[config.mk]
export PLATFORM = sky130hd
export DESIGN_NAME = ex_muldiv_unit
export DESIGN_NICKNAME = d
export VERILOG_FILES = /design/src/rtl/mips_pkg.sv /design/src/rtl/md_sign_fix.sv /design/src/rtl/ex_muldiv_unit.sv
export SDC_FILE = /design/constraint.sdc
export NUM_CORES = 1
export LEC_CHECK = 0
export CORE_MARGIN = 2
export CORE_UTILIZATION = 53
export DETAILED_ROUTE_END_ITERATION = 16
export PLACE_DENSITY = 0.78
export SYNTH_ARGS = -nofsm -noshare
export SYNTH_HDL_FRONTEND = slang
export SYNTH_SLANG_ARGS = --single-unit
[constraint.sdc]
create_clock -name clk -period 3.8 [get_ports clk]
set_clock_uncertainty 0.1 [all_clocks]
set_input_delay 0.76 -clock clk [delete_from_list [all_inputs] [get_ports clk]]
set_output_delay 0.76 -clock clk [all_outputs]
set_load 0.01 [all_outputs]
[src/rtl/mips_pkg.sv]
// rtl/mips_pkg.sv - shared encodings for the EX-stage multiply/divide unit
package mips_pkg;

    localparam int WORD_W = 32;

    typedef enum logic [1:0] {
        MD_MULT  = 2'b00,
        MD_MULTU = 2'b01,
        MD_DIV   = 2'b10,
        MD_DIVU  = 2'b11
    } md_op_e;

    typedef enum logic [1:0] {
        S_IDLE = 2'b00,
        S_RUN  = 2'b01,
        S_FIX  = 2'b10
    } md_state_e;

endpackage

[src/rtl/md_sign_fix.sv]
// rtl/md_sign_fix.sv - conditional two's-complement negate (abs of operands, sign fix of results)
module md_sign_fix #(
    parameter int W = 32
) (
    input  logic [W-1:0] val,
    input  logic         neg,
    output logic [W-1:0] res
);

    assign res = neg ? ((~val) + W'(1)) : val;

endmodule

[src/rtl/ex_muldiv_unit.sv]
// rtl/ex_muldiv_unit.sv - iterative MULT/MULTU/DIV/DIVU into HI/LO with MTHI/MTLO and hazard stall
module ex_muldiv_unit
    import mips_pkg::*;
#(
    parameter int WIDTH = WORD_W,
    parameter int ITER  = WORD_W
) (
    input  logic             clk,
    input  logic             rst_n,
    input  logic             start,
    input  logic [1:0]       op,
    input  logic [WIDTH-1:0] opA,
    input  logic [WIDTH-1:0] opB,
    input  logic             flush,
    input  logic             hilo_rd,
    input  logic             hi_we,
    input  logic             lo_we,
    input  logic [WIDTH-1:0] wdata,
    output logic [WIDTH-1:0] hi,
    output logic [WIDTH-1:0] lo,
    output logic             busy,
    output logic             done,
    output logic             stall
);

    localparam int CNT_W = $clog2(ITER + 1);

    md_state_e          state_q, state_d;
    md_op_e             op_q, op_d;
    logic [2*WIDTH-1:0] acc_q, acc_d;
    logic [WIDTH-1:0]   b_q, b_d, hi_q, hi_d, lo_q, lo_d;
    logic [CNT_W-1:0]   cnt_q, cnt_d;
    logic               rsign_q, rsign_d, dsign_q, dsign_d;
    logic               divz_q, divz_d, done_q, done_d;

    logic               a_neg, b_neg, signed_q;
    logic [WIDTH-1:0]   a_mag, b_mag, quo_res, rem_res, rem_src;
    logic [2*WIDTH-1:0] prod_res, mul_next, div_next;
    logic [WIDTH:0]     mul_sum, div_shift, div_diff;

    assign a_neg    = ~op[0] & opA[WIDTH-1];
    assign b_neg    = ~op[0] & opB[WIDTH-1];
    assign signed_q = ~op_q[0];

    md_sign_fix #(.W(WIDTH)) u_abs_a (.val(opA), .neg(a_neg), .res(a_mag));
    md_sign_fix #(.W(WIDTH)) u_abs_b (.val(opB), .neg(b_neg), .res(b_mag));

    // acc holds {product_hi, multiplier} for multiply and {remainder, quotient} for divide
    assign mul_sum   = {1'b0, acc_q[2*WIDTH-1:WIDTH]} + {1'b0, b_q};
    assign mul_next  = acc_q[0] ? {mul_sum, acc_q[WIDTH-1:1]} : {1'b0, acc_q[2*WIDTH-1:1]};
    assign div_shift = acc_q[2*WIDTH-1:WIDTH-1];
    assign div_diff  = div_shift - {1'b0, b_q};
    assign div_next  = div_diff[WIDTH] ? {div_shift[WIDTH-1:0], acc_q[WIDTH-2:0], 1'b0}
                                       : {div_diff[WIDTH-1:0], acc_q[WIDTH-2:0], 1'b1};

    // a zero divisor freezes acc, so its low half still holds |A| and sign fix restores A
    assign rem_src = divz_q ? acc_q[WIDTH-1:0] : acc_q[2*WIDTH-1:WIDTH];

    md_sign_fix #(.W(2*WIDTH)) u_fix_prod (.val(acc_q), .neg(signed_q & rsign_q), .res(prod_res));
    md_sign_fix #(.W(WIDTH)) u_fix_quo (.val(acc_q[WIDTH-1:0]), .neg(signed_q & rsign_q), .res(quo_res));
    md_sign_fix #(.W(WIDTH)) u_fix_rem (.val(rem_src), .neg(signed_q & dsign_q), .res(rem_res));

    always_comb begin
        state_d = state_q;
        op_d    = op_q;
        acc_d   = acc_q;
        b_d     = b_q;
        cnt_d   = cnt_q;
        rsign_d = rsign_q;
        dsign_d = dsign_q;
        divz_d  = divz_q;
        hi_d    = hi_q;
        lo_d    = lo_q;
        done_d  = 1'b0;
        case (state_q)
            S_IDLE: begin
                if (start && !flush) begin
                    op_d    = md_op_e'(op);
                    acc_d   = {{WIDTH{1'b0}}, a_mag};
                    b_d     = b_mag;
                    cnt_d   = '0;
                    rsign_d = opA[WIDTH-1] ^ opB[WIDTH-1];
                    dsign_d = opA[WIDTH-1];
                    divz_d  = op[1] & (opB == '0);
                    state_d = S_RUN;
                end else if (!start) begin
                    if (hi_we) hi_d = wdata;
                    if (lo_we) lo_d = wdata;
                end
            end
            S_RUN: begin
                if (flush) begin
                    state_d = S_IDLE;
                end else begin
                    cnt_d = cnt_q + CNT_W'(1);
                    if (!divz_q) acc_d = op_q[1] ? div_next : mul_next;
                    if (cnt_q == CNT_W'(ITER - 1)) state_d = S_FIX;
                end
            end
            S_FIX: begin
                state_d = S_IDLE;
                if (!flush) begin
                    if (op_q[1]) begin
                        lo_d = divz_q ? '1 : quo_res;
                        hi_d = rem_res;
                    end else begin
                        {hi_d, lo_d} = prod_res;
                    end
                    done_d = 1'b1;
                end
            end
            default: state_d = S_IDLE;
        endcase
    end

    always_ff @(posedge clk or negedge rst_n) begin
        if (!rst_n) begin
            state_q <= S_IDLE;
            op_q    <= MD_MULT;
            acc_q   <= '0;
            b_q     <= '0;
            cnt_q   <= '0;
            rsign_q <= 1'b0;
            dsign_q <= 1'b0;
            divz_q  <= 1'b0;
            hi_q    <= '0;
            lo_q    <= '0;
            done_q  <= 1'b0;
        end else begin
            state_q <= state_d;
            op_q    <= op_d;
            acc_q   <= acc_d;
            b_q     <= b_d;
            cnt_q   <= cnt_d;
            rsign_q <= rsign_d;
            dsign_q <= dsign_d;
            divz_q  <= divz_d;
            hi_q    <= hi_d;
            lo_q    <= lo_d;
            done_q  <= done_d;
        end
    end

    assign hi    = hi_q;
    assign lo    = lo_q;
    assign done  = done_q;
    assign busy  = (state_q != S_IDLE);
    assign stall = busy & (start | hilo_rd | hi_we | lo_we);

endmodule

==> results.md <==
Yosys:
- Synthesis instantiated 94 different standard cells from the library.
- The number of synthesis warnings is 0.
- The mean cell area of the mapped netlist is 7.66 um2.
- Counting every net in the synthesized netlist gives 2334.
- The number of flops mapped to enable cells by yosys is 0.
- The share of async-settable or async-resettable flops after synthesis is 1.00.
- The netlist area before placement is 16500 um2.
- The main flop type after synthesis is sky130_fd_sc_hd__dfrtp_1.
- For this run, the register share of the synthesized area comes to 0.263.
- The cell count after synthesis is 2158.
- Counting flops and latches in the post-synthesis netlist gives 174.

Finish:
- The multi-input combinational cells in the finished layout cover a total of 11100 um2.
- The area growth from synthesis to layout is 18.3%.
- The sequential cells in the finished layout cover a total of 4360 um2.
- The number of antenna diodes is 0.
- The filler cells instantiated in the layout total 2712.
- The library cells used most frequently in the layout, excluding fill and tap cells, are sky130_fd_sc_hd__nand2_1 (262), sky130_fd_sc_hd__o21ai_0 (235), sky130_fd_sc_hd__a21oi_1 (176).
- Once layout is complete, the utilization of the core stands at 0.637.
- The final layout contains 2483 nets.
- Leaving out filler cells and counting taps, the final layout contains 2716.
- The fraction of layout instances using a drive strength above 1 is 0.0944.
- The most common cell after layout, fill and taps aside is sky130_fd_sc_hd__nand2_1.

Floorplanning:
- The core region area is 30700 um2.
- The initial standard-cell utilization of the core is 0.539.
- The number of placement rows is 64.
- During I/O placement, the number of pins put on the boundary was 172.
- The x dimension of the die is 181 um.
- Measured along the y axis, the die boundary spans 181 um.
- The die covers 32600 um2.

Routing:
- The violation count after the first detailed-routing iteration is 1701.
- The overall routed net length is 57.4 mm.
- In this run the remaining antenna-violating nets after routing total 0.
- The final routed DRC violation total is 0.
- The routed layout has 17300 vias.
- Before antenna repair, the detailed router went through 6 iterations.
- The routed via count divided by cell count is 6.39.
- The routed length per instance is 21.1 um.

Worst setup path:
- The arrival time of data at the critical path endpoint is 3860 ps.
- At the worst endpoint, the required time is 4030 ps.
- The length in cells of the worst reg-to-reg path is 12.
- The register-to-register setup slack is 170 ps.
- The end point of the critical path is acc_q[41]$_DFFE_PN0P_.
- The startpoint of the worst setup timing path is acc_q[41]$_DFFE_PN0P_.
- The startpoint identified for the worst register-to-register timing path is acc_q[41]$_DFFE_PN0P_.
- The critical setup path kind is reg -> reg.
- The worst setup path is captured at a flop.
- The capture point of the worst reg-to-reg path is acc_q[41]$_DFFE_PN0P_.
- The type of origin of the critical path is a flop.
- The largest fanout of any net on the critical path is 11.

Clock tree:
- The number of sinks on the clock net is 174.
- The clock transition at the registers of the reported paths is 90 ps.
- The H-tree was split into 4 levels.
- Clock tree synthesis selected as its root buffer the cell sky130_fd_sc_hd__clkbuf_16.
- The number of clock buffers added by TritonCTS is 17.
- TritonCTS built the clock tree.
- The clock reaches the later pin of the worst-skew pair after 450 ps.
- The clock passes through at most 2 buffers.

STA:
- Based on the critical path, the design can be clocked at up to 275 MHz.
- The slew of the pin with the lowest slew margin is 879 ps.
- The max-slew violation count is 0.
- Setup repair after global routing left no endpoint under its margin.
- The ratio of final minimum period to clock period is 0.955.
- The worst slew margin relative to its limit is 0.414.
- The worst hold slack across all endpoints is 188 ps.
- For the finished layout, the period the worst path requires is 3630 ps.
- The final-report hold violation count came to 0.
- Setup violations remaining at the end of the flow were counted as 0.

Global route:
- The overflow left after global routing is 0.
- The wire length of the first global-routing pass is 90.6 mm.
- The global-route total usage across every layer is 0.346.
- The number of global-route vias before repair is 16400.
- Entering global routing, the biggest net connects 68 pins.
- The initial antenna violation count is 0.

Outcome:
- The flow ran to the end, and the final reports show no timing, DRC or antenna violations.

Min path:
- The path class of the tightest hold or removal check is in -> async.

Flow run:
- The number of violations of the max-capacitance limit is 0.

Placed design:
- Buffers placed on the I/O ports in this run total 171.
- Counting tap cells, the placed design contains a total of 2684 instances.
- The congestion estimate from routability-driven global placement came to 1.02.
- The sum of net half-perimeters after detailed placement is 43.4 mm.

Power and ir drop:
- Summing internal, switching and leakage power gives 13.8 mW.
- The total power per unit cell area is 706 nW/um2.
- The largest voltage drop on the vdd net is 0.432 mV.
- For this design the static power due to leakage is 8.49 nW.
[state kept, by name, indices dropped and copies added (netlist names)]
| register | count |
|---|---|
| acc_q | 64 |
| b_q | 32 |
| hi | 32 |
| lo | 32 |
| cnt_q | 6 |
| op_q | 2 |
| state_q | 2 |
| divz_q | 1 |
| done | 1 |
| dsign_q | 1 |
| rsign_q | 1 |
[how the worst min path moves through the flow]
stage | to | slack, ps | cells past startpoint
final | acc_q[24]$_DFFE_PN0P_ | 190 | 1
after global routing | acc_q[24]$_DFFE_PN0P_ | 240 | 1
after floorplan | acc_q[0]$_DFFE_PN0P_ | 360 | 0
after detailed placement | hi[3]$_DFFE_PN0P_ | 370 | 1
after CTS | acc_q[25]$_DFFE_PN0P_ | 230 | 1
after global placement | hi[3]$_DFFE_PN0P_ | 360 | 1
[cells by family after synthesis]
logic type,synth area share
compound gates,0.274
buf+inv,0.0696
xor+xnor,0.0949
flops,0.263
simple gates,0.198
mux,0.0453
fa+ha+maj,0.0547
[stage by stage]
step	worst slack [ps]	instance area, um2	setup TNS, ps
3_5_place_dp	-93.1	18900	-195
6_report	170	19500	0
5_1_grt	7.38	19500	0
4_1_cts	146	19500	0
2_1_floorplan	31.8	16500	0
3_3_place_gp	21.0	18900	0
[metal layers]
layer | up-vias | share of wire | global-route usage
met3 | 159 | 0.096 | 0.0655
met5 | - | 0 | 0
met4 | 0 | 0.050 | 0.160
li1 | 8104 | - | -
met2 | 962 | 0.44 | 0.536
met1 | 8120 | 0.41 | 0.467
[cells in the mapped netlist (56+ instances only)]
cell | n | area (um2)
sky130_fd_sc_hd__ha_1 | 69 | 863
sky130_fd_sc_hd__a21oi_1 | 177 | 886
sky130_fd_sc_hd__mux2i_1 | 67 | 671
sky130_fd_sc_hd__nor2_1 | 173 | 649
sky130_fd_sc_hd__dfrtp_1 | 174 | 4350
sky130_fd_sc_hd__inv_1 | 72 | 270
sky130_fd_sc_hd__clkbuf_1 | 118 | 443
sky130_fd_sc_hd__xnor2_1 | 98 | 858
sky130_fd_sc_hd__o21ai_0 | 235 | 1180
sky130_fd_sc_hd__xor2_1 | 81 | 709
sky130_fd_sc_hd__nand2_1 | 263 | 987
sky130_fd_sc_hd__nor3_1 | 56 | 280
[critical path, stage by stage (launching register included)]
cell	delay, ps
sky130_fd_sc_hd__dfrtp_1	430
sky130_fd_sc_hd__buf_4	200
sky130_fd_sc_hd__ha_1	420
sky130_fd_sc_hd__nand3_1	180
sky130_fd_sc_hd__a211oi_1	220
sky130_fd_sc_hd__o21ai_1	150
sky130_fd_sc_hd__a21o_1	260
sky130_fd_sc_hd__o211a_1	280
sky130_fd_sc_hd__o211ai_1	290
sky130_fd_sc_hd__a211o_1	240
sky130_fd_sc_hd__nand2_4	150
sky130_fd_sc_hd__mux2_2	300
sky130_fd_sc_hd__a221o_1	290
[power by group]
part	internal [mW]	switching, mW
registers	2.30	0.656
clock network	0.942	0.908
logic	3.82	5.17
[final cells by class]
cell class / count / share of cell area
Multi-Input combinational cell: 1741 / 0.566
Inverter: 74 / 0.0142
Tap cell: 396 / 0.0253
Clock inverter: 15 / 0.00909
Timing Repair Buffer: 299 / 0.141
Clock buffer: 17 / 0.0218
Sequential cell: 174 / 0.223
[timing repair]
item | 4_1_cts | 5_1_grt
setup buffers | 0 | 0
hold buffers | 0 | 0
resized for setup | 0 | 2
setup endpoints to repair | 0 | 14
Note: power is estimated with default switching activity, not from simulation.
